<file path="config.mk">
export PLATFORM = sky130hd
export DESIGN_NAME = dispatch_queue
export DESIGN_NICKNAME = d
export VERILOG_FILES = /design/src/rtl/power_isa_pkg.sv /design/src/rtl/sync_fifo.sv /design/src/rtl/dispatch_queue.sv
export SDC_FILE = /design/constraint.sdc
export NUM_CORES = 1
export LEC_CHECK = 0
export BUFFER_PORTS_ARGS = -buffer_cell sky130_fd_sc_hd__buf_2
export CAP_MARGIN = 30
export CORE_MARGIN = 8
export CORE_UTILIZATION = 61
export CTS_BUF_LIST = sky130_fd_sc_hd__clkbuf_4
export DETAILED_ROUTE_END_ITERATION = 8
export GPL_ROUTABILITY_DRIVEN = 0
export MAX_ROUTING_LAYER = met4
export PLACE_DENSITY = 0.91
export SLEW_MARGIN = 5
export SYNTH_ARGS = -nofsm -noshare
export SYNTH_HDL_FRONTEND = slang
export SYNTH_SLANG_ARGS = --single-unit
</file>
<file path="constraint.sdc">
create_clock -name clock_i -period 21.4 [get_ports clock_i]
set_clock_uncertainty 0.15 [all_clocks]
set_input_delay 6.42 -clock clock_i [delete_from_list [all_inputs] [get_ports clock_i]]
set_output_delay 6.42 -clock clock_i [all_outputs]
set_load 0.01 [all_outputs]
</file>
<file path="src/rtl/power_isa_pkg.sv">
// Shared decode-bus definitions: functional unit and format codes, default field
// widths, and the layout of the packed decoded-instruction payload (LSB first).
package power_isa_pkg;

   localparam int OPCODE_W = 6;
   localparam int REG_W    = 5;
   localparam int ADDR_W   = 64;
   localparam int XO_W     = 10;
   localparam int FMT_W    = 5;
   localparam int IMM_W    = 64;
   localparam int FU_W     = 2;
   localparam int DEPTH    = 4;

   typedef enum logic [1:0] {
      FU_FXU     = 2'd0,
      FU_LSU     = 2'd1,
      FU_BRU     = 2'd2,
      FU_ILLEGAL = 2'd3
   } fu_code_e;

   typedef enum logic [4:0] {
      FMT_INVALID = 5'd0,  FMT_A   = 5'd1,  FMT_B   = 5'd2,  FMT_D   = 5'd3,
      FMT_DQ      = 5'd4,  FMT_DS  = 5'd5,  FMT_I   = 5'd6,  FMT_M   = 5'd7,
      FMT_MD      = 5'd8,  FMT_MDS = 5'd9,  FMT_SC  = 5'd10, FMT_VA  = 5'd11,
      FMT_VC      = 5'd12, FMT_VX  = 5'd13, FMT_X   = 5'd14, FMT_XFL = 5'd15,
      FMT_XFX     = 5'd16, FMT_XL  = 5'd17, FMT_XO  = 5'd18, FMT_XS  = 5'd19,
      FMT_XX1     = 5'd20, FMT_XX2 = 5'd21, FMT_XX3 = 5'd22, FMT_XX4 = 5'd23,
      FMT_Z22     = 5'd24, FMT_Z23 = 5'd25
   } format_e;

   // Payload = addr, opcode, xo, xoEn, fmt, imm, immEn, reg1..3, regEn[3],
   // reg3IsImm, reg2ValOrZero, bit1, bit2, bit1En, bit2En, fu (MSB to LSB).
   function automatic int payload_width(input int aw, input int ow, input int xw,
                                        input int fw, input int rw);
      return aw + ow + xw + 1 + fw + IMM_W + 1 + 3 * rw + 3 + 2 + 4 + FU_W;
   endfunction

   localparam int PAYLOAD_W = payload_width(ADDR_W, OPCODE_W, XO_W, FMT_W, REG_W);

   localparam int OFF_FU    = 0;
   localparam int OFF_BITS  = OFF_FU + FU_W;
   localparam int OFF_MOD   = OFF_BITS + 4;
   localparam int OFF_REGEN = OFF_MOD + 2;
   localparam int OFF_REG   = OFF_REGEN + 3;
   localparam int OFF_IMMEN = OFF_REG + 3 * REG_W;
   localparam int OFF_IMM   = OFF_IMMEN + 1;
   localparam int OFF_FMT   = OFF_IMM + IMM_W;
   localparam int OFF_XOEN  = OFF_FMT + FMT_W;
   localparam int OFF_XO    = OFF_XOEN + 1;
   localparam int OFF_OPC   = OFF_XO + XO_W;
   localparam int OFF_ADDR  = OFF_OPC + OPCODE_W;

endpackage

</file>
<file path="src/rtl/sync_fifo.sv">
// In-order storage FIFO. A separate occupancy counter distinguishes full from
// empty, so the pointers are plain log2(Depth)-bit values that wrap naturally.
module sync_fifo #(
   parameter int Width = 8,
   parameter int Depth = 4
) (
   input  logic                     clock_i,
   input  logic                     reset_i,
   input  logic                     push_i,
   input  logic                     pop_i,
   input  logic [Width-1:0]         wdata_i,
   output logic [Width-1:0]         rdata_o,
   output logic [$clog2(Depth):0]   count_o,
   output logic                     empty_o,
   output logic                     full_o
);

   localparam int PtrW = $clog2(Depth);
   localparam int CntW = PtrW + 1;

   logic [Width-1:0] mem_q [Depth];
   logic [PtrW-1:0]  wr_ptr_q, wr_ptr_d;
   logic [PtrW-1:0]  rd_ptr_q, rd_ptr_d;
   logic [CntW-1:0]  count_q, count_d;
   logic             do_push_s;
   logic             do_pop_s;

   assign full_o  = (count_q == CntW'(Depth));
   assign empty_o = (count_q == {CntW{1'b0}});
   assign count_o = count_q;
   assign rdata_o = mem_q[rd_ptr_q];

   // Next-state for pointers and occupancy; push is refused when full even if popping.
   always_comb begin
      do_push_s = push_i && !full_o;
      do_pop_s  = pop_i && !empty_o;
      wr_ptr_d  = wr_ptr_q;
      rd_ptr_d  = rd_ptr_q;
      count_d   = count_q;
      if (do_push_s) begin
         wr_ptr_d = wr_ptr_q + {{(PtrW-1){1'b0}}, 1'b1};
      end else begin
         wr_ptr_d = wr_ptr_q;
      end
      if (do_pop_s) begin
         rd_ptr_d = rd_ptr_q + {{(PtrW-1){1'b0}}, 1'b1};
      end else begin
         rd_ptr_d = rd_ptr_q;
      end
      case ({do_push_s, do_pop_s})
         2'b10:   count_d = count_q + {{(CntW-1){1'b0}}, 1'b1};
         2'b01:   count_d = count_q - {{(CntW-1){1'b0}}, 1'b1};
         default: count_d = count_q;
      endcase
   end

   // Pointer and counter registers.
   always_ff @(posedge clock_i) begin
      if (reset_i) begin
         wr_ptr_q <= {PtrW{1'b0}};
         rd_ptr_q <= {PtrW{1'b0}};
         count_q  <= {CntW{1'b0}};
      end else begin
         wr_ptr_q <= wr_ptr_d;
         rd_ptr_q <= rd_ptr_d;
         count_q  <= count_d;
      end
   end

   // Entry storage; contents are don't-care while not counted as occupied.
   always_ff @(posedge clock_i) begin
      if (do_push_s) begin
         mem_q[wr_ptr_q] <= wdata_i;
      end
   end

endmodule

</file>
<file path="src/rtl/dispatch_queue.sv">
// Buffers decoded instructions from decode stage 2 and dispatches the head entry,
// in order, to FXU, LSU or BRU with a valid/ready handshake per unit.
module dispatch_queue
   import power_isa_pkg::*;
#(
   parameter int opcodeWidth    = OPCODE_W,
   parameter int regWidth       = REG_W,
   parameter int addressSize    = ADDR_W,
   parameter int XxoOpcodeWidth = XO_W,
   parameter int formatWidth    = FMT_W,
   parameter int QueueDepth     = DEPTH
) (
   input  logic                          clock_i,
   input  logic                          reset_i,
   input  logic                          enable_i,
   input  logic [addressSize-1:0]        instructionAddress_i,
   input  logic [opcodeWidth-1:0]        opcode_i,
   input  logic [XxoOpcodeWidth-1:0]     xOpcode_i,
   input  logic                          xOpcodeEnable_i,
   input  logic [formatWidth-1:0]        instructionFormat_i,
   input  logic [63:0]                   imm_i,
   input  logic                          immEnable_i,
   input  logic [regWidth-1:0]           reg1_i,
   input  logic [regWidth-1:0]           reg2_i,
   input  logic [regWidth-1:0]           reg3_i,
   input  logic                          reg1Enable_i,
   input  logic                          reg2Enable_i,
   input  logic                          reg3Enable_i,
   input  logic                          reg3IsImmediate_i,
   input  logic                          reg2ValOrZero_i,
   input  logic                          bit1_i,
   input  logic                          bit2_i,
   input  logic                          bit1Enable_i,
   input  logic                          bit2Enable_i,
   input  logic [1:0]                    functionalUnitCode_i,
   output logic                          stall_o,
   output logic [2:0]                    unitValid_o,
   input  logic [2:0]                    unitReady_i,
   output logic [addressSize-1:0]        instructionAddress_o,
   output logic [opcodeWidth-1:0]        opcode_o,
   output logic [XxoOpcodeWidth-1:0]     xOpcode_o,
   output logic                          xOpcodeEnable_o,
   output logic [formatWidth-1:0]        instructionFormat_o,
   output logic [63:0]                   imm_o,
   output logic                          immEnable_o,
   output logic [regWidth-1:0]           reg1_o,
   output logic [regWidth-1:0]           reg2_o,
   output logic [regWidth-1:0]           reg3_o,
   output logic                          reg1Enable_o,
   output logic                          reg2Enable_o,
   output logic                          reg3Enable_o,
   output logic                          reg3IsImmediate_o,
   output logic                          reg2ValOrZero_o,
   output logic                          bit1_o,
   output logic                          bit2_o,
   output logic                          bit1Enable_o,
   output logic                          bit2Enable_o,
   output logic [$clog2(QueueDepth):0]   count_o,
   output logic                          overflow_o,
   output logic                          illegal_o
);

   localparam int PayloadW = payload_width(addressSize, opcodeWidth, XxoOpcodeWidth,
                                           formatWidth, regWidth);

   logic [PayloadW-1:0] wdata_s;
   logic [PayloadW-1:0] rdata_s;
   logic [PayloadW-1:0] head_s;
   logic                push_s;
   logic                pop_s;
   logic                full_s;
   logic                empty_s;
   logic                head_valid_s;
   logic [1:0]          head_fu_s;
   logic [2:0]          unit_valid_s;
   logic                illegal_s;
   logic                overflow_q, overflow_d;

   assign wdata_s = {instructionAddress_i, opcode_i, xOpcode_i, xOpcodeEnable_i,
                     instructionFormat_i, imm_i, immEnable_i, reg1_i, reg2_i, reg3_i,
                     reg1Enable_i, reg2Enable_i, reg3Enable_i, reg3IsImmediate_i,
                     reg2ValOrZero_i, bit1_i, bit2_i, bit1Enable_i, bit2Enable_i,
                     functionalUnitCode_i};

   assign push_s = enable_i && !full_s;

   sync_fifo #(
      .Width (PayloadW),
      .Depth (QueueDepth)
   ) u_fifo (
      .clock_i (clock_i),
      .reset_i (reset_i),
      .push_i  (push_s),
      .pop_i   (pop_s),
      .wdata_i (wdata_s),
      .rdata_o (rdata_s),
      .count_o (count_o),
      .empty_o (empty_s),
      .full_o  (full_s)
   );

   // A reset cycle hides the head immediately so nothing is handed out while flushing.
   assign head_valid_s = !empty_s && !reset_i;
   assign head_s       = head_valid_s ? rdata_s : {PayloadW{1'b0}};

   assign {instructionAddress_o, opcode_o, xOpcode_o, xOpcodeEnable_o,
           instructionFormat_o, imm_o, immEnable_o, reg1_o, reg2_o, reg3_o,
           reg1Enable_o, reg2Enable_o, reg3Enable_o, reg3IsImmediate_o,
           reg2ValOrZero_o, bit1_o, bit2_o, bit1Enable_o, bit2Enable_o,
           head_fu_s} = head_s;

   // Steering decode: unitValid_o is [FXU,LSU,BRU]; an illegal head is dropped at once.
   always_comb begin
      unit_valid_s = 3'b000;
      illegal_s    = 1'b0;
      if (head_valid_s) begin
         case (fu_code_e'(head_fu_s))
            FU_FXU:     unit_valid_s = 3'b100;
            FU_LSU:     unit_valid_s = 3'b010;
            FU_BRU:     unit_valid_s = 3'b001;
            FU_ILLEGAL: illegal_s    = 1'b1;
            default:    unit_valid_s = 3'b000;
         endcase
      end else begin
         unit_valid_s = 3'b000;
      end
      pop_s = illegal_s || (|(unit_valid_s & unitReady_i));
   end

   // Sticky overflow: decode presented an instruction while being told to hold.
   always_comb begin
      if (enable_i && full_s) begin
         overflow_d = 1'b1;
      end else begin
         overflow_d = overflow_q;
      end
   end

   // Status flag register.
   always_ff @(posedge clock_i) begin
      if (reset_i) begin
         overflow_q <= 1'b0;
      end else begin
         overflow_q <= overflow_d;
      end
   end

   assign stall_o     = full_s;
   assign unitValid_o = unit_valid_s;
   assign illegal_o   = illegal_s;
   assign overflow_o  = overflow_q;

endmodule

</file>
Word level (Yosys, flattened, before mapping)
Memory sizes are Yosys's and may differ from the RTL's. A register that Yosys moved wholly into a read port is not among the register bits.
Cells that the tools add are included.
{ "op_classes": {"addsub": 4, "mul": 0, "n_div": 0, "order_cmp": 0, "eq_ne": 6, "shift": 0, "n_mux": 10, "bitwise_logic": 1, "n_reduce_logical": 13} }
{ "ops": {"columns": ["op", "n"], "rows": [
  ["two-way mux 177 bit", 1],
  ["case mux 3 bit (3 select lines)", 1],
  ["equality test 2 bit, second input constant", 3],
  ["case mux 3 bit (2 select lines)", 1],
  ["logical AND 1 bit", 5],
  ["adder 2 x 1 -> 2 bit, second input constant", 2],
  ["equality test 2 x 1 -> 1 bit, second input constant", 2],
  ["two-way mux 1 bit", 4],
  ["two-way mux 2 bit", 2],
  ["adder 3 x 1 -> 3 bit, second input constant", 1],
  ["bitwise AND 3 bit", 1],
  ["equality test 3 bit, second input constant", 1],
  ["logical NOT 1 bit", 3],
  ["logical NOT 3 bit", 1],
  ["two-way mux 3 bit", 1],
  ["OR reduction 3 bit", 1],
  ["subtractor 3 x 1 -> 3 bit, second input constant", 1],
  ["logical NOT 2 bit", 1],
  ["nonzero test 2 bit", 1],
  ["logical OR 1 bit", 1]
]} }
{ "totals": {"regBits": 8, "latchBits": 0, "ram_bits": 708, "rom_bits": 0, "inputBits": 183, "output_inout_bits": 184, "n_memories": 1} }
{ "memory_table": {"columns": ["memory", "words", "width", "rd", "rd_clocked_by_memory_dff", "write_ports", "line", "source"], "rows": [
  ["u_fifo.mem_q", 4, 177, 1, 1, 1, "sync_fifo.sv:21", "logic [Width-1:0] mem_q [Depth];"]
]} }

Logic depth before layout (Yosys ltp)
Gate-level depths: netlist of the first run.
{ "depth": {"word_depth": 13, "depth_mapped": 10} }

By module
A second synthesis of the first run with hierarchy kept.
{ "unflattened": {"hier_cells": 1187, "area_unflattened_um2": 27430.1} }
{ "modules_own_cells": {"columns": ["module", "n_inst", "cells_each", "area_per_inst_um2", "seq_area_each_um2"], "rows": [
  ["sync_fifo", 1, 979, 26011.2, 21440.6],
  ["dispatch_queue", 1, 208, 1418.9, 20.0]
]} }

Worst setup path after synthesis of the first run
Ideal clock, no wire load.
{ "synth_path": {"path_type": "in2out", "startpoint": "input reset_i", "endpoint": "output imm_o[31]", "arrival_time_ns": 7.597, "slack_ns": 7.233, "stages": 5, "n_path_buf": 3, "cell_sequence": "clkbuf_1 -> nor2_1 -> clkbuf_1 -> clkbuf_1 -> and2_1"} }
{ "synth_via": {"elab_chain_len": 3} }
{ "synth_rtl": {"columns": ["element", "line", "source"], "rows": [
  ["start, declared", "dispatch_queue.sv:14", "input logic reset_i,"],
  ["logical NOT 1 bit", "dispatch_queue.sv:103", "assign head_valid_s = !empty_s && !reset_i;"],
  ["logical AND 1 bit", "dispatch_queue.sv:103", null],
  ["two-way mux 177 bit", "dispatch_queue.sv:104", "assign head_s = head_valid_s ? rdata_s : {PayloadW{1'b0}};"],
  ["end, declared", "dispatch_queue.sv:44", "output logic [63:0] imm_o,"]
]} }
Every way passes these cells.

Worst setup path in the final report of the first run
{ "layout_path": {"startpoint": "input reset_i", "endpoint": "output imm_o[44]"} }
Same word-level chain as after synthesis.

==> load_flow_metrics.sql, run 1 <==
INSERT INTO impl_metrics (metric_group, metric, value, unit) VALUES
('cts', 'clockBufferDepth', '3', ''),
('pwr', 'static-leakage-power', '11.3', 'nW'),
('cts', 'post-cts-setup-buffers', '0', ''),
('cts', 'cts_repair_resize_count', '0', ''),
('sta', 'rsz0062_at_grt', 'no', ''),
('routing', 'route.antenna.remaining_nets', '0', ''),
('sta', 'final.setup.worst_slack', '6530', 'ps'),
('global_route', 'first_global_vias', '14700', ''),
('die', 'chipWidth', '227', 'microns'),
('synth', 'postSynthNetCount', '1371', ''),
('placement', 'detailed_place.area', '29700', 'sq um'),
('sta', 'max_slew.worst_pin.slew', '1020', 'ps'),
('synth', 'yosysSeqAreaShare', '79.0', '%'),
('synth', 'ys_seq_elements', '718', ''),
('cts', 'ctsRootBufferMaster', 'clkbuf_4', ''),
('synth', 'syn_area', '27200', 'sq um'),
('routing', 'initialDrtViolationCount', '1156', ''),
('pwr', 'power_density', '113', 'nW/um^2'),
('cts', 'cts.sink_count', '718', ''),
('sta', 'fmax', '0.0672', 'GHz'),
('die', 'rows', '77', ''),
('cts', 'clock_input_transition_at_the_sequential_cells_of_the_worst_setup_and_hold_paths', '60', 'ps'),
('die', 'initial_core_util', '61.5', '%'),
('routing', 'wire_per_inst', '23.8', 'microns'),
('synth', 'synth-async-reset-ratio', '0', '%'),
('global_route', 'grt_first_pass_wirelength', '85300', 'microns'),
('cts', 'cts.htree.levels', '4', ''),
('setup_path', 'worstSetupEndpointType', 'output pin', ''),
('routing', 'totalWireLength', '57600', 'microns'),
('status', 'status', 'complete, no violations', ''),
('synth', 'synthDistinctLibCells', '29', ''),
('cells_and_area', 'most-common-layout-cells', 'edfxtp_1, buf_2, clkbuf_4', ''),
('die', 'chipHeight', '227', 'microns'),
('cells_and_area', 'postLayoutCellArea', '31900', 'sq um'),
('synth', 'post_synth_inst_count', '1182', ''),
('setup_path', 'critical_path_class', 'in -> out', ''),
('setup_path', 'worst-path-max-fanout', '99', ''),
('routing', 'post-route-drc-count', '0', ''),
('cells_and_area', 'mostFrequentLayoutCell', 'edfxtp_1', ''),
('pwr', 'ir_drop', '154', 'uV'),
('sta', 'final_min_period_over_clock_period', '69.5', '%'),
('routing', 'vias_per_cell', '5.70', ''),
('sta', 'final.setup.tns', '0', 'ps'),
('placement', 'placement.io_buffers', '366', ''),
('cells_and_area', 'finalNetCount', '1871', ''),
('sta', 'final-hold-violation-count', '0', ''),
('sta', 'timing.final.setup_violations', '0', ''),
('synth', 'synthFlopType', 'edfxtp_1', ''),
('die', 'core_area', '44100', 'sq um'),
('placement', 'placed_cells_incl_taps', '2096', ''),
('cts', 'cts-buffers-inserted', '173', ''),
('global_route', 'antenna_found_initial', '20', ''),
('die', 'die-area', '51500', 'sq um'),
('synth', 'yosys_warnings', '0', ''),
('routing', 'detail_route.first_pass.iterations', '7', ''),
('cts', 'cts_hold_repair.buffers', '0', ''),
('global_route', 'pin_count_of_the_biggest_net_entering_global_routing', '109', ''),
('sta', 'timing.max_slew.rel_slack', '32.2', '%'),
('die', 'top_level_ports', '367', ''),
('min_path', 'min_path_type', 'reg -> reg', ''),
('setup_path', 'cp_data_required_time', '14830', 'ps'),
('sta', 'final-max-slew-violation-count', '0', ''),
('global_route', 'global_route.overflow_total', '0', ''),
('sta', 'fin_crit', '14870', 'ps'),
('routing', 'detailroute.via_count', '13800', ''),
('cells_and_area', 'instances_no_fill', '2417', ''),
('global_route', 'gr-usage-all-layers', '23.0', '%'),
('placement', 'place_worst_setup_slack', '6310', 'ps'),
('cts', 'clock_tree_from_tritoncts', 'built', ''),
('cells_and_area', 'layout-drive-gt1-share', '46.6', '%'),
('synth', 'synth_enable_flop_cells', '708', ''),
('cells_and_area', 'area_growth_from_synthesis_to_layout', '17.6', '%'),
('placement', 'hpwlAfterDp', '35000', 'microns'),
('cts', 'insertion_delay', '940', 'ps'),
('sta', 'fin_hold_ws', '336', 'ps'),
('setup_path', 'critical_path_arrival', '8300', 'ps'),
('run', 'timing.max_cap.violations', '0', ''),
('setup_path', 'start_kind', 'input port', ''),
('synth', 'post_synth.cell_area_avg', '23.0', 'sq um');
-- worst paths after layout --
check	from	endpoint	slack, ps	depth (start not counted)
hold reg to reg	overflow_o	overflow_o	340	2
setup reg to reg	register	u_fifo.count_o[2]	17270	10
hold / removal	overflow_o	overflow_o	340	2
setup / recovery	reset_i	imm_o[44]	6530	7
-- registers in the layout, indices dropped and copies added (netlist names), named ones only --
signal,count
u_fifo.mem_q,708
u_fifo.count_o,3
u_fifo.rd_ptr_q,2
overflow_o,1
u_fifo.wr_ptr_q,2
-- worst max-delay path, stage by stage --
cell and delay, ps:
buf_2 170, nor2_4 110, buf_4 200, buf_16 290
buf_4 570, and2_1 250, buf_2 150
-- logic make-up after synthesis --
logic type               after synthesis  synth area share (%)
buffers and inverters                 67                  1.04
AND/OR/NAND/NOR                      200                  4.51
multiplexers                         182                  14.9
flip-flops                           718                  79.0
XOR/XNOR                               3                0.0968
AO/OA/AOI/OAI                          6                 0.143
adder cells (fa/ha/maj)                6                 0.304
-- cells in the mapped netlist, types with 2 or more instances --
master	number	area (sq um)
nor2_1	9	33.8
mux2i_1	4	40.0
xor2_1	2	17.5
a21oi_1	3	15.0
mux4_2	177	3990
buf_2	18	90.1
ha_1	5	62.6
inv_1	6	22.5
nand2b_1	2	12.5
and2_1	179	1120
nand2_1	2	7.51
edfxtp_1	708	21300
nor3_1	2	10.0
buf_1	4	15.0
dfxtp_1	10	200
clkbuf_1	38	143
-- layout make-up --
cell class,count,area [sq um]
antenna,21,52.6
clock buffer,253,1900
clock inverter,44,215
fill,2571,12200
inverter,6,22.5
multi-input combinational,397,5430
sequential,718,21500
tap,592,741
timing repair buffer,386,2090
-- power by group --
part / leakage [nW] / internal [W] / switching, W / total (W)
clock network: 1.27 / 0.000552 / 0.000508 / 0.00106
registers: 6.58 / 0.00169 / 0.0000536 / 0.00175
logic: 3.45 / 0.000365 / 0.000424 / 0.000789
total: 11.3 / 0.00261 / 0.000986 / 0.00360
-- through the flow --
step	power [W]	util [%]
2_1_floorplan	0.00228	-
3_3_place_gp	0.00253	67.1
3_5_place_dp	0.00256	67.3
4_1_cts	0.00363	72.0
5_1_grt	0.00376	72.4
6_report	0.00360	72.4
-- layer usage --
metal,track usage (%),vias to the layer above,routed length (microns)
met5,-,-,0
met4,9.19,0,1260
met3,7.06,90,4370
met2,37.4,622,31100
met1,26.9,7083,20800
li1,-,5980,-
No activity file was read; power rests on OpenSTA's default activity.
==> inputs of run 2 (changes only) <==
--- a/config.mk
+++ b/config.mk
@@ -8,12 +8,12 @@
 export BUFFER_PORTS_ARGS = -buffer_cell sky130_fd_sc_hd__buf_2
 export CAP_MARGIN = 30
 export CORE_MARGIN = 8
-export CORE_UTILIZATION = 61
+export CORE_UTILIZATION = 54
 export CTS_BUF_LIST = sky130_fd_sc_hd__clkbuf_4
 export DETAILED_ROUTE_END_ITERATION = 8
 export GPL_ROUTABILITY_DRIVEN = 0
 export MAX_ROUTING_LAYER = met4
-export PLACE_DENSITY = 0.91
+export PLACE_DENSITY = 0.86
 export SLEW_MARGIN = 5
 export SYNTH_ARGS = -nofsm -noshare
 export SYNTH_HDL_FRONTEND = slang
==> constraint.sdc (replaced) <==
create_clock -name clock_i -period 13.2 [get_ports clock_i]
set_clock_uncertainty 0.15 [all_clocks]
set_input_delay 3.96 -clock clock_i [delete_from_list [all_inputs] [get_ports clock_i]]
set_output_delay 3.96 -clock clock_i [all_outputs]
set_load 0.01 [all_outputs]
==> run 2 against run 1 <==
Effect of this change: first-iteration DRC count decreased by 16%; hold slack got worse by 39 ps; final cell count increased by 3.6%; cell area increased by 0.69%; combinational power increased by 62%; critical path type unchanged; critical endpoint is now imm_o[34]; largest cell class unchanged.
==> load_flow_metrics.sql, run 2 (synthesis results as in run 1) <==
INSERT INTO impl_metrics (metric_group, metric, value, unit) VALUES
('setup_path', 'worst-path-max-fanout', '94', ''),
('setup_path', 'path_buf_inv', '3', ''),
('cts', 'cts_repair_resize_count', '0', ''),
('sta', 'fin_crit', '9620', 'ps'),
('cts', 'clockBufferDepth', '3', ''),
('setup_path', 'cp_data_required_time', '9090', 'ps'),
('cts', 'clock_tree_from_tritoncts', 'built', ''),
('routing', 'route.antenna.remaining_nets', '0', ''),
('global_route', 'first_global_vias', '14600', ''),
('setup_path', 'path_delay_family', 'buffers and inverters', ''),
('sta', 'final.setup.tns', '0', 'ps'),
('cts', 'cts.htree.levels', '4', ''),
('die', 'initial_core_util', '54.5', '%'),
('routing', 'post-route-drc-count', '0', ''),
('cts', 'cts-buffers-inserted', '175', ''),
('global_route', 'pin_count_of_the_biggest_net_entering_global_routing', '95', ''),
('routing', 'wl_met3', '4540', 'microns'),
('global_route', 'global_route.overflow_total', '0', ''),
('die', 'die-area', '57700', 'sq um'),
('setup_path', 'path_depth', '5', ''),
('setup_path', 'critical_path.cell_chain', 'buf_2 > nor2_4 > buf_4 > and2_1 > buf_2', ''),
('sta', 'fmax', '0.104', 'GHz'),
('routing', 'initialDrtViolationCount', '971', ''),
('routing', 'wire_per_inst', '22.5', 'microns'),
('cts', 'cts_hold_repair.buffers', '0', ''),
('cells_and_area', 'largest_register_by_flop_count', 'u_fifo.mem_q', ''),
('cells_and_area', 'largest_register_ff_count', '708', ''),
('die', 'rows', '82', ''),
('cts', 'post-cts-setup-buffers', '0', ''),
('setup_path', 'r2r_cells', '10', ''),
('global_route', 'gr-usage-all-layers', '20.0', '%'),
('cts', 'insertion_delay', '950', 'ps'),
('min_path', 'min_delay_path_depth', '1', ''),
('pwr', 'static-leakage-power', '11.3', 'nW'),
('sta', 'final-max-slew-violation-count', '0', ''),
('setup_path', 'critical_path_class', 'in -> out', ''),
('cells_and_area', 'mostFrequentLayoutCell', 'edfxtp_1', ''),
('sta', 'max_slew.worst_pin.slew', '964', 'ps'),
('run', 'timing.max_cap.violations', '0', ''),
('setup_path', 'slowest_stage', 'buf_4', ''),
('routing', 'vias_per_cell', '5.43', ''),
('routing', 'maxUsedRoutingLayer', 'met4', ''),
('routing', 'totalWireLength', '56300', 'microns'),
('sta', 'final-hold-violation-count', '0', ''),
('cells_and_area', 'finalNetCount', '1874', ''),
('setup_path', 'r2r_slack', '8980', 'ps'),
('setup_path', 'critical_path.most_common_cell', 'buf_2', ''),
('routing', 'dr_wl_met2', '30000', 'microns'),
('cells_and_area', 'most-common-layout-cells', 'edfxtp_1, buf_2, clkbuf_4', ''),
('placement', 'placement.io_buffers', '366', ''),
('sta', 'rsz0062_at_grt', 'no', ''),
('sta', 'final_min_period_over_clock_period', '72.9', '%'),
('die', 'chipWidth', '240', 'microns'),
('pwr', 'power_density', '182', 'nW/um^2'),
('setup_path', 'critical_path_arrival', '5510', 'ps'),
('cells_and_area', 'layout-drive-gt1-share', '45.9', '%'),
('setup_path', 'worstSetupEndpointType', 'output pin', ''),
('setup_path', 'highest_cell_delay_on_the_worst_timing_path', '630', 'ps'),
('min_path', 'min_path_type', 'reg -> reg', ''),
('sta', 'timing.max_slew.rel_slack', '35.7', '%'),
('die', 'top_level_ports', '367', ''),
('cts', 'ctsRootBufferMaster', 'clkbuf_4', ''),
('global_route', 'antenna_found_initial', '18', ''),
('routing', 'detailroute.via_count', '13600', ''),
('sta', 'timing.final.setup_violations', '0', ''),
('cts', 'cts.sink_count', '718', ''),
('cells_and_area', 'area_growth_from_synthesis_to_layout', '18.4', '%'),
('placement', 'hpwlAfterDp', '34800', 'microns'),
('pwr', 'ir_drop', '116', 'uV'),
('routing', 'wirelength_met1', '20600', 'microns'),
('status', 'status', 'complete, no violations', ''),
('routing', 'detail_route.first_pass.iterations', '5', ''),
('global_route', 'grt_first_pass_wirelength', '83200', 'microns'),
('pwr', 'power', '0.00586', 'W'),
('setup_path', 'start_kind', 'input port', ''),
('die', 'chipHeight', '240', 'microns'),
('cts', 'clock_input_transition_at_the_sequential_cells_of_the_worst_setup_and_hold_paths', '60', 'ps'),
('sta', 'fin_hold_ws', '297', 'ps'),
('die', 'core_area', '49900', 'sq um');
## run 2: final timing paths
| kind | from | end |
|---|---|---|
| setup reg to reg | register | u_fifo.count_o[2] |
| hold / removal | u_fifo.rd_ptr_q[1] | register |
| hold reg to reg | u_fifo.rd_ptr_q[1] | register |
| setup / recovery | reset_i | imm_o[34] |
## run 2: through the flow
| stage | setup WS [ps] | utilization (%) | std cells | cell area (sq um) |
|---|---|---|---|---|
| 2_1_floorplan | 3950 | - | 1182 | 27200 |
| 3_3_place_gp | 3650 | 59.6 | 2173 | 29700 |
| 3_5_place_dp | 3610 | 60.0 | 2180 | 29900 |
| 4_1_cts | 3600 | 64.4 | 2480 | 32100 |
| 5_1_grt | 3500 | 64.4 | 2498 | 32100 |
| 6_report | 3580 | 64.5 | 2503 | 32100 |
## run 2: where the power goes
part	internal, W	total [W]	leakage (nW)	switching (W)
registers	0.00274	0.00282	6.58	0.0000754
logic	0.000591	0.00128	3.46	0.000689
clock network	0.000939	0.00177	1.28	0.000826
## run 2: per-layer routing
layer	vias up	global-route usage (%)
li1	6003	-
met3	96	6.62
met5	-	-
met1	6920	22.6
met2	571	32.9
met4	0	8.13
## run 2: layout make-up
type	count	area, sq um
Sequential cell	718	21500
Fill cell	3263	17700
Multi-Input combinational cell	397	5430
Timing Repair Buffer	387	2140
Clock buffer	241	1810
Tap cell	672	841
Clock inverter	59	374
Antenna cell	23	57.6
Inverter	6	22.5
==> inputs of run 3 (changes only) <==
--- a/config.mk
+++ b/config.mk
@@ -5,15 +5,16 @@
 export SDC_FILE = /design/constraint.sdc
 export NUM_CORES = 1
 export LEC_CHECK = 0
+export ABC_AREA = 1
 export BUFFER_PORTS_ARGS = -buffer_cell sky130_fd_sc_hd__buf_2
 export CAP_MARGIN = 30
 export CORE_MARGIN = 8
-export CORE_UTILIZATION = 54
+export CORE_UTILIZATION = 60
 export CTS_BUF_LIST = sky130_fd_sc_hd__clkbuf_4
 export DETAILED_ROUTE_END_ITERATION = 8
 export GPL_ROUTABILITY_DRIVEN = 0
 export MAX_ROUTING_LAYER = met4
-export PLACE_DENSITY = 0.86
+export PLACE_DENSITY = 0.89
 export SLEW_MARGIN = 5
 export SYNTH_ARGS = -nofsm -noshare
 export SYNTH_HDL_FRONTEND = slang
==> constraint.sdc (replaced) <==
create_clock -name clock_i -period 9.8 [get_ports clock_i]
set_clock_uncertainty 0.15 [all_clocks]
set_input_delay 2.94 -clock clock_i [delete_from_list [all_inputs] [get_ports clock_i]]
set_output_delay 2.94 -clock clock_i [all_outputs]
set_load 0.01 [all_outputs]
==> run 3 against run 2 <==
Effect of this change: sequential power grew 32%; first-iteration DRC count grew to 2.6 times the previous value; largest cell class unchanged; power rose by 35%.
==> load_flow_metrics.sql, run 3 <==
INSERT INTO impl_metrics (metric_group, metric, value, unit) VALUES
('status', 'status', 'complete, no violations', ''),
('cells_and_area', 'filler_cell_count', '2847', ''),
('die', 'rows', '79', ''),
('routing', 'detailroute.via_count', '19600', ''),
('cells_and_area', 'postLayoutCellArea', '32300', 'sq um'),
('routing', 'dr_wl_met2', '35400', 'microns'),
('pwr', 'static-leakage-power', '12.0', 'nW'),
('routing', 'maxUsedRoutingLayer', 'met4', ''),
('cells_and_area', 'instances_no_fill', '3355', ''),
('synth', 'synthDistinctLibCells', '24', ''),
('global_route', 'pin_count_of_the_biggest_net_entering_global_routing', '217', ''),
('cells_and_area', 'layout.core_utilization', '70.0', '%'),
('global_route', 'global_route.overflow_total', '0', ''),
('cells_and_area', 'mostFrequentLayoutCell', 'edfxtp_1', ''),
('cells_and_area', 'finalNetCount', '2781', ''),
('setup_path', 'critical_path_arrival', '4970', 'ps'),
('sta', 'timing.max_slew.rel_slack', '21.4', '%'),
('synth', 'postSynthNetCount', '2358', ''),
('synth', 'yosysSeqAreaShare', '77.2', '%'),
('setup_path', 'r2r_slack', '5670', 'ps'),
('die', 'core_area', '46200', 'sq um'),
('routing', 'totalWireLength', '70100', 'microns'),
('synth', 'syn_area', '27800', 'sq um'),
('cts', 'cts.sink_count', '718', ''),
('placement', 'placement.io_buffers', '366', ''),
('sta', 'fin_crit', '8060', 'ps'),
('cells_and_area', 'most-common-layout-cells', 'edfxtp_1, nor2_1, buf_2', ''),
('pwr', 'ir_drop', '205', 'uV'),
('sta', 'final-hold-violation-count', '0', ''),
('synth', 'post_synth_inst_count', '2169', ''),
('global_route', 'antenna_found_initial', '26', ''),
('routing', 'vias_per_cell', '5.84', ''),
('min_path', 'min_path_type', 'reg -> reg', ''),
('cells_and_area', 'register_area', '21500', 'sq um'),
('min_path', 'min_delay_path_depth', '2', ''),
('die', 'chipWidth', '231', 'microns'),
('synth', 'synth-async-reset-ratio', '0', '%'),
('synth', 'post_synth.cell_area_avg', '12.8', 'sq um'),
('setup_path', 'r2r_cells', '15', ''),
('sta', 'max_slew.worst_pin.slew', '1180', 'ps'),
('cts', 'ctsRootBufferMaster', 'clkbuf_4', ''),
('synth', 'synthFlopType', 'edfxtp_1', ''),
('die', 'initial_core_util', '60.2', '%'),
('synth', 'synth_enable_flop_cells', '708', ''),
('global_route', 'gr-usage-all-layers', '25.5', '%'),
('synth', 'yosysTopAreaCell', 'edfxtp_1', ''),
('cts', 'clock_input_transition_at_the_sequential_cells_of_the_worst_setup_and_hold_paths', '70', 'ps'),
('cts', 'post-cts-setup-buffers', '0', ''),
('routing', 'initialDrtViolationCount', '2572', ''),
('synth', 'ys_seq_elements', '718', ''),
('routing', 'post-route-drc-count', '0', ''),
('die', 'top_level_ports', '367', ''),
('setup_path', 'critical_path_class', 'in -> out', ''),
('global_route', 'grt_first_pass_wirelength', '103000', 'microns'),
('cts', 'cts-buffers-inserted', '168', ''),
('routing', 'detail_route.first_pass.iterations', '6', ''),
('sta', 'rsz0062_at_grt', 'no', ''),
('routing', 'wire_per_inst', '20.9', 'microns'),
('cts', 'clockBufferDepth', '3', ''),
('die', 'die-area', '53500', 'sq um'),
('run', 'timing.max_cap.violations', '0', ''),
('placement', 'placed_cells_incl_taps', '3026', ''),
('cells_and_area', 'largest_register_ff_count', '708', ''),
('synth', 'yosys_warnings', '0', ''),
('synth', 'synth_top_cells_by_count', 'nor2_1, edfxtp_1, o21ai_0, a21oi_1, o21ai_1', ''),
('placement', 'hpwlAfterDp', '38100', 'microns'),
('cells_and_area', 'layout-drive-gt1-share', '24.6', '%'),
('setup_path', 'start_kind', 'input port', ''),
('routing', 'wl_met3', '7390', 'microns'),
('die', 'chipHeight', '231', 'microns'),
('cells_and_area', 'largest_register_by_flop_count', 'u_fifo.mem_q', ''),
('cts', 'insertion_delay', '1000', 'ps'),
('placement', 'detailed_place.area', '30000', 'sq um'),
('cts', 'cts.htree.levels', '4', ''),
('sta', 'final_min_period_over_clock_period', '82.2', '%'),
('cts', 'clock_tree_from_tritoncts', 'built', ''),
('global_route', 'first_global_vias', '19300', ''),
('setup_path', 'cp_data_required_time', '6710', 'ps'),
('cts', 'cts_repair_resize_count', '0', ''),
('sta', 'fmax', '0.124', 'GHz'),
('setup_path', 'worst-path-max-fanout', '70', ''),
('cts', 'cts_hold_repair.buffers', '0', ''),
('pwr', 'power_density', '246', 'nW/um^2'),
('sta', 'final.setup.worst_slack', '1740', 'ps'),
('routing', 'wirelength_met1', '24200', 'microns'),
('placement', 'place_worst_setup_slack', '1880', 'ps'),
('cells_and_area', 'area_growth_from_synthesis_to_layout', '16.1', '%'),
('routing', 'route.antenna.remaining_nets', '0', ''),
('sta', 'final-max-slew-violation-count', '0', ''),
('cells_and_area', 'multi_input_gate_area_in_the_final_layout', '5670', 'sq um'),
('synth', 'synth_most_common_cell', 'nor2_1', ''),
('synth', 'post-synth-top-area-fraction', '76.5', '%'),
('setup_path', 'worstSetupEndpointType', 'output pin', ''),
('sta', 'timing.final.setup_violations', '0', ''),
('synth', 'yosys-top-cells-area', 'edfxtp_1, nor2_1, o21ai_0', '');
[run 3: critical path: stages]
cell	delay (ps)
buf_2	130
inv_1	180
nand2_4	500
buf_12	430
nor2_2	250
inv_1	80
nor2_1	110
buf_2	160
[run 3: kinds of logic after synthesis]
family,count (synthesis),synth area share [%]
buffers and inverters,159,2.58
DFF,718,77.2
AOI/OAI and AO/OA,540,9.72
xor gates and xnor gates,1,0.0315
adders and majority gates,6,0.297
and+or+nand+nor,745,10.2
[run 3: layer usage]
| metal | vias up | GRT usage, % |
|---|---|---|
| li1 | 8717 | - |
| met1 | 9329 | 28.6 |
| met2 | 1341 | 40.5 |
| met3 | 211 | 7.69 |
| met4 | 0 | 14.7 |
| met5 | - | - |
[run 3: power by group]
part	switching, W	internal [W]	total, W
logic	0.00131	0.000526	0.00184
clock network	0.00116	0.00120	0.00236
registers	0.0000905	0.00364	0.00373
total	0.00256	0.00537	0.00793
[run 3: worst paths after layout]
kind / from / end
setup / recovery: reset_i / illegal_o
hold / removal: overflow_o / overflow_o
setup reg to reg: register / u_fifo.count_o[2]
hold reg to reg: overflow_o / overflow_o
[run 3: area by class of cell]
cell class / count / share of cell area, %
timing repair buffer: 389 / 6.55
tap: 607 / 2.35
multi-input combinational: 1292 / 17.5
sequential: 718 / 66.5
inverter: 23 / 0.306
clock inverter: 48 / 0.821
antenna: 33 / 0.256
clock buffer: 245 / 5.70
[run 3: stage by stage]
| step | power, W | hold slack, ps | TNS [ps] |
|---|---|---|---|
| 2_1_floorplan | 0.00499 | 318 | -1077950 |
| 3_3_place_gp | 0.00550 | 287 | 0 |
| 3_5_place_dp | 0.00558 | 292 | 0 |
| 4_1_cts | 0.00792 | 306 | 0 |
| 5_1_grt | 0.00829 | 338 | 0 |
| 6_report | 0.00793 | 309 | 0 |
